### config.mk
export PLATFORM = sky130hd
export DESIGN_NAME = obi_mem_arbiter
export DESIGN_NICKNAME = d
export VERILOG_FILES = /design/src/rtl/obi_mem_arbiter.sv
export SDC_FILE = /design/constraint.sdc
export NUM_CORES = 1
export LEC_CHECK = 0
export ABC_AREA = 1
export CORE_AREA = 2 2 114 116
export CTS_BUF_LIST = sky130_fd_sc_hd__clkbuf_8
export CTS_CLUSTER_DIAMETER = 100
export DETAILED_ROUTE_END_ITERATION = 8
export DIE_AREA = 0 0 116 118
export GPL_TIMING_DRIVEN = 0
export HOLD_SLACK_MARGIN = 0.05
export PLACE_DENSITY = 0.72
export SLEW_MARGIN = 25
export SYNTH_ARGS = -nofsm -noshare
export SYNTH_HDL_FRONTEND = slang
export SYNTH_SLANG_ARGS = --single-unit
### constraint.sdc
create_clock -name clk_i -period 5.5 [get_ports clk_i]
set_clock_uncertainty 0.05 [all_clocks]
set_input_delay 0.55 -clock clk_i [delete_from_list [all_inputs] [get_ports clk_i]]
set_output_delay 0.55 -clock clk_i [all_outputs]
set_load 0.05 [all_outputs]
### src/rtl/obi_mem_arbiter.sv
// Two-port OBI arbiter (instruction/data) in front of one single-port SRAM.
// Round-robin on conflicts, fixed one-cycle response latency.
module obi_mem_arbiter #(
  parameter int unsigned MEM_WORDS = 16384,
  parameter logic [31:0] BASE_ADDR = 32'h0002_0000
) (
  input  logic                         clk_i,
  input  logic                         rst_i,
  input  logic                         i_req_i,
  output logic                         i_gnt_o,
  output logic                         i_rvalid_o,
  input  logic [31:0]                  i_addr_i,
  output logic [31:0]                  i_rdata_o,
  input  logic                         d_req_i,
  output logic                         d_gnt_o,
  output logic                         d_rvalid_o,
  input  logic [31:0]                  d_addr_i,
  input  logic                         d_we_i,
  input  logic [3:0]                   d_be_i,
  input  logic [31:0]                  d_wdata_i,
  output logic [31:0]                  d_rdata_o,
  output logic                         d_err_o,
  output logic                         mem_req_o,
  output logic                         mem_we_o,
  output logic [$clog2(MEM_WORDS)-1:0] mem_addr_o,
  output logic [3:0]                   mem_be_o,
  output logic [31:0]                  mem_wdata_o,
  input  logic [31:0]                  mem_rdata_i,
  output logic [31:0]                  conflict_cnt_o
);

  localparam int unsigned AW = $clog2(MEM_WORDS);

  logic        rr_d_q;
  logic        rsp_i_q;
  logic        rsp_d_q;
  logic        rsp_oor_q;
  logic        rsp_we_q;
  logic [31:0] cnt_q;
  logic [31:0] i_off;
  logic [31:0] d_off;
  logic        i_in;
  logic        d_in;
  logic        conflict;
  logic        i_gnt;
  logic        d_gnt;

  // Below-base addresses wrap to huge offsets, so one test covers both ends.
  assign i_off = i_addr_i - BASE_ADDR;
  assign d_off = d_addr_i - BASE_ADDR;
  assign i_in  = (i_off >> (AW + 2)) == '0;
  assign d_in  = (d_off >> (AW + 2)) == '0;

  assign conflict = i_req_i & d_req_i & ~rst_i;
  assign d_gnt = ~rst_i & d_req_i & (~i_req_i | rr_d_q);
  assign i_gnt = ~rst_i & i_req_i & (~d_req_i | ~rr_d_q);

  assign i_gnt_o = i_gnt;
  assign d_gnt_o = d_gnt;

  always_comb begin
    mem_req_o   = 1'b0;
    mem_we_o    = 1'b0;
    mem_addr_o  = '0;
    mem_be_o    = '0;
    mem_wdata_o = '0;
    unique case (1'b1)
      d_gnt: begin
        mem_req_o   = d_in;
        mem_we_o    = d_in & d_we_i;
        mem_addr_o  = d_off[AW+1:2];
        mem_be_o    = d_be_i;
        mem_wdata_o = d_wdata_i;
      end
      i_gnt: begin
        mem_req_o  = i_in;
        mem_addr_o = i_off[AW+1:2];
        mem_be_o   = 4'hF;
      end
      default: ;
    endcase
  end

  always_ff @(posedge clk_i or posedge rst_i) begin
    if (rst_i) begin
      rr_d_q    <= 1'b1;
      rsp_i_q   <= 1'b0;
      rsp_d_q   <= 1'b0;
      rsp_oor_q <= 1'b0;
      rsp_we_q  <= 1'b0;
      cnt_q     <= '0;
    end else begin
      rsp_i_q   <= i_gnt;
      rsp_d_q   <= d_gnt;
      rsp_oor_q <= d_gnt ? ~d_in : ~i_in;
      rsp_we_q  <= d_gnt & d_we_i;
      if (conflict) begin
        rr_d_q <= ~rr_d_q;
        if (cnt_q != '1)
          cnt_q <= cnt_q + 32'd1;
      end
    end
  end

  assign i_rvalid_o = rsp_i_q;
  assign d_rvalid_o = rsp_d_q;
  assign d_err_o    = rsp_d_q & rsp_oor_q;

  // Writes and out-of-range accesses answer with zero data.
  assign i_rdata_o = (rsp_i_q & ~rsp_oor_q) ? mem_rdata_i : '0;
  assign d_rdata_o = (rsp_d_q & ~rsp_oor_q & ~rsp_we_q)
                   ? mem_rdata_i : '0;

  assign conflict_cnt_o = cnt_q;

endmodule

==> flow_summary.yaml <==
global_routing:
  grt_first_pass_wirelength_um: 26100
  antenna_violations_before_repair: 0
  grt-ovfl-total: 0
  grt_max_degree: 28
  grtUsageTotal_pct: 25.0
  first_global_vias: 4567
sta:
  post-route-period-util_pct: 75.7
  worst_slew_margin_rel_pct: 58.0
  max_frequency_mhz: 240
  worst_setup_margin_ns: 1.34
  grt_setup_unrepaired: "false"
  max_slew.worst_pin.slew_ns: 0.628
  maxSlewViolCount: 0
  finalWorstPathRequiredPeriod_ns: 4.16
  hold_viol: 0
  final.setup.tns_ns: 0
  setup_viol_count_final: 0
floorplanning:
  io_pins: 290
  placement_rows: 41
  die_area_um2: 13700
  floorplan.initialDensity_pct: 28.6
  core_area_um2: 12400
  die-height_um: 118
  fp.dieW_um: 116
cts:
  clock_pin_slew_worst_setup_and_hold_paths_ns: 0.09
  cts.repair.resized: 0
  cts.sink_count: 37
  cts.htree.levels: 2
  ctsHoldBuffers: 0
  worst_skew_pair.late_latency_ns: 0.30
  clock_tree_from_tritoncts: "built"
  post-cts-setup-buffer-count: 0
  clock_tree.buffer_depth: 2
  tritoncts.num_buffers: 5
  cts_root_buffer: "clkbuf_8"
synth:
  synth_top_cells_by_area: "dfrtp_1 (25%), nand2_1 (19%), nor2_1 (18%), inv_1 (12%), nand3_1 (3.5%)"
  synth_simple_gate_area_share_pct: 46.7
  mapped_nets: 784
  yosys-mux-area-fraction_pct: 0
  number_of_library_cell_types_mapped_by_synthesis: 28
  yosys.area_share.adder_pct: 1.06
  ys_seq_area_share_pct: 26.1
  synth_compound_gate_area_share_pct: 6.97
  yosys_register_bits: 37
  synth_top_family_by_area: "simple AND/OR/NAND/NOR gates"
  proportion_of_netlist_area_held_by_the_largest_area_contributor_pct: 25.4
  post-synth-top-area-cell: "dfrtp_1"
  synthCells: 644
  synth.cell_area_um2: 3550
  synth_xor_area_share_pct: 3.94
  post_synth.cell_area_avg_um2: 5.52
  yosys_warnings: 0
drt:
  route.detailed.wl_per_inst_um: 15.8
  antenna_violating_nets_post_route: 0
  num_vias: 4980
  wl_met2_um: 7550
  drt_first_iter_violations: 392
  viasPerCell: 4.49
  route.final.wire_length_um: 17500
  detail_route.drc_violations: 0
  route.top_layer_used: "met4"
  wl_met1_um: 8160
  wl_met3_um: 1650
  detailedRoute.firstPassIterationCount: 7
hold_path:
  hold_path.class: "in -> async"
pwr:
  ir_drop_v: 0.000122
  leakagePower_nw: 3.10
  power-per-cell-area_nw_per_um2: 187
  finalPower_mw: 1.26
critical_path:
  critPathArrivalTime_ns: 3.56
  critical_path.reg2reg.startpoint: "conflict_cnt_o[0]"
  r2r_end: "conflict_cnt_o[30]"
  worstSetupPathType: "in -> out"
  critical_path.endpoint_type: "primary output"
  crit_required_ns: 4.90
  rrSetupSlack_ns: 3.39
  worstRegToRegCells: 12
  worst-path-max-fanout: 27
  worst_setup_path_start_kind: "primary input"
placed_design:
  globalplace.congestion: 0.918
  post-dp-hpwl_um: 15100
  place_worst_setup_slack_ns: 1.32
  placement.io_buffers: 285
  dp.cells: 1102
final_layout:
  final_cell_count_no_fill: 1110
  layout.cells.most_common_list: "clkdlybuf4s50_1 (285), nand2_1 (183), nor2_1 (173)"
  area.growth.synth_to_final_pct: 89.8
  diodes: 0
  layout_cells_sized_above_1_pct: 3.41
  fillerInstances: 1263
  utilization_pct: 54.3
  finish.net_count: 1077
  layout_commonest_cell: "clkdlybuf4s50_1"
status:
  run_status: "finished, final reports clean"
job:
  max-cap-violations: 0
-- synthesized netlist by cell type --
cell type  number
nand2_1       183
nor2_1        173
inv_1         115
dfrtp_1        36
nand3_1        25
o21ai_0        19
a22o_1         14
xor2_1         11
clkbuf_1       10
nor3_1          9
buf_2           5
inv_2           5
nand3b_1        5
nand4_1         5
o21ai_1         5
xnor2_1         5
ha_1            3
nand2_2         3
nor2_2          3
buf_6           2
a21oi_1         1
buf_1           1
clkinv_1        1
dfstp_2         1
nand2_4         1
nor3_2          1
nor3_4          1
nor3b_1         1
-- how the worst max path moves through the flow --
stage / start / endpoint / slack [ns]
detailed placement: rst_i / mem_addr_o[10] / 1.32
floorplan: rst_i / mem_addr_o[0] / 1.81
global route: rst_i / mem_be_o[3] / 1.12
CTS: rst_i / mem_addr_o[10] / 1.31
global placement: rst_i / mem_req_o / 0.38
finish: rst_i / mem_req_o / 1.34
-- area by class of cell --
type                            count  area (um2)  area share [%]
Timing Repair Buffer              286        2870            42.6
Multi-Input combinational cell    468        2080            30.9
Sequential cell                    37         927            13.8
Inverter                          121         454            6.74
Tap cell                          172         215            3.19
Clock buffer                        7        96.3            1.43
Buffer                             18        88.8            1.32
Clock inverter                      1        5.00          0.0742
-- cells by family after synthesis --
| logic type | Yosys count |
|---|---|
| and+or+nand+nor | 410 |
| adders and majority gates | 3 |
| xor gates and xnor gates | 16 |
| AOI/OAI and AO/OA | 39 |
| DFF | 37 |
| buffers and inverters | 139 |
-- critical path, stage by stage --
cell             delay (ns)
clkdlybuf4s50_1        0.41
inv_2                  0.24
buf_12                 0.23
nand3_1                0.22
inv_1                  0.26
buf_1                  0.52
nand3_1                0.13
nand2_1                0.10
clkdlybuf4s50_1        0.88
-- sequential cells by signal (all words and copies together), names as in the netlist --
signal and count:
conflict_cnt_o 32, d_rvalid_o 1, i_rvalid_o 1, rr_d_q 1
rsp_oor_q 1, rsp_we_q 1
-- metal layers --
metal	vias up	GRT usage, %
met5	-	0
met1	2204	36.1
met2	254	37.9
met3	12	6.49
met4	0	4.24
li1	2510	-
-- through the flow --
step | hold slack, ns | area, um2
finish | 0.455 | 6740
detailed placement | 0.478 | 6640
CTS | 0.469 | 6740
global route | 0.486 | 6740
global placement | 0.467 | 6620
floorplan | 0.463 | 3550
-- where the power goes --
part	internal, mW	leakage, nW	switching [mW]
Clock	0.114	0.0542	0.107
Sequential	0.312	0.475	0.0509
Combinational	0.252	2.57	0.427
Total	0.678	3.10	0.585
Note: power is estimated with default switching activity, not from simulation.
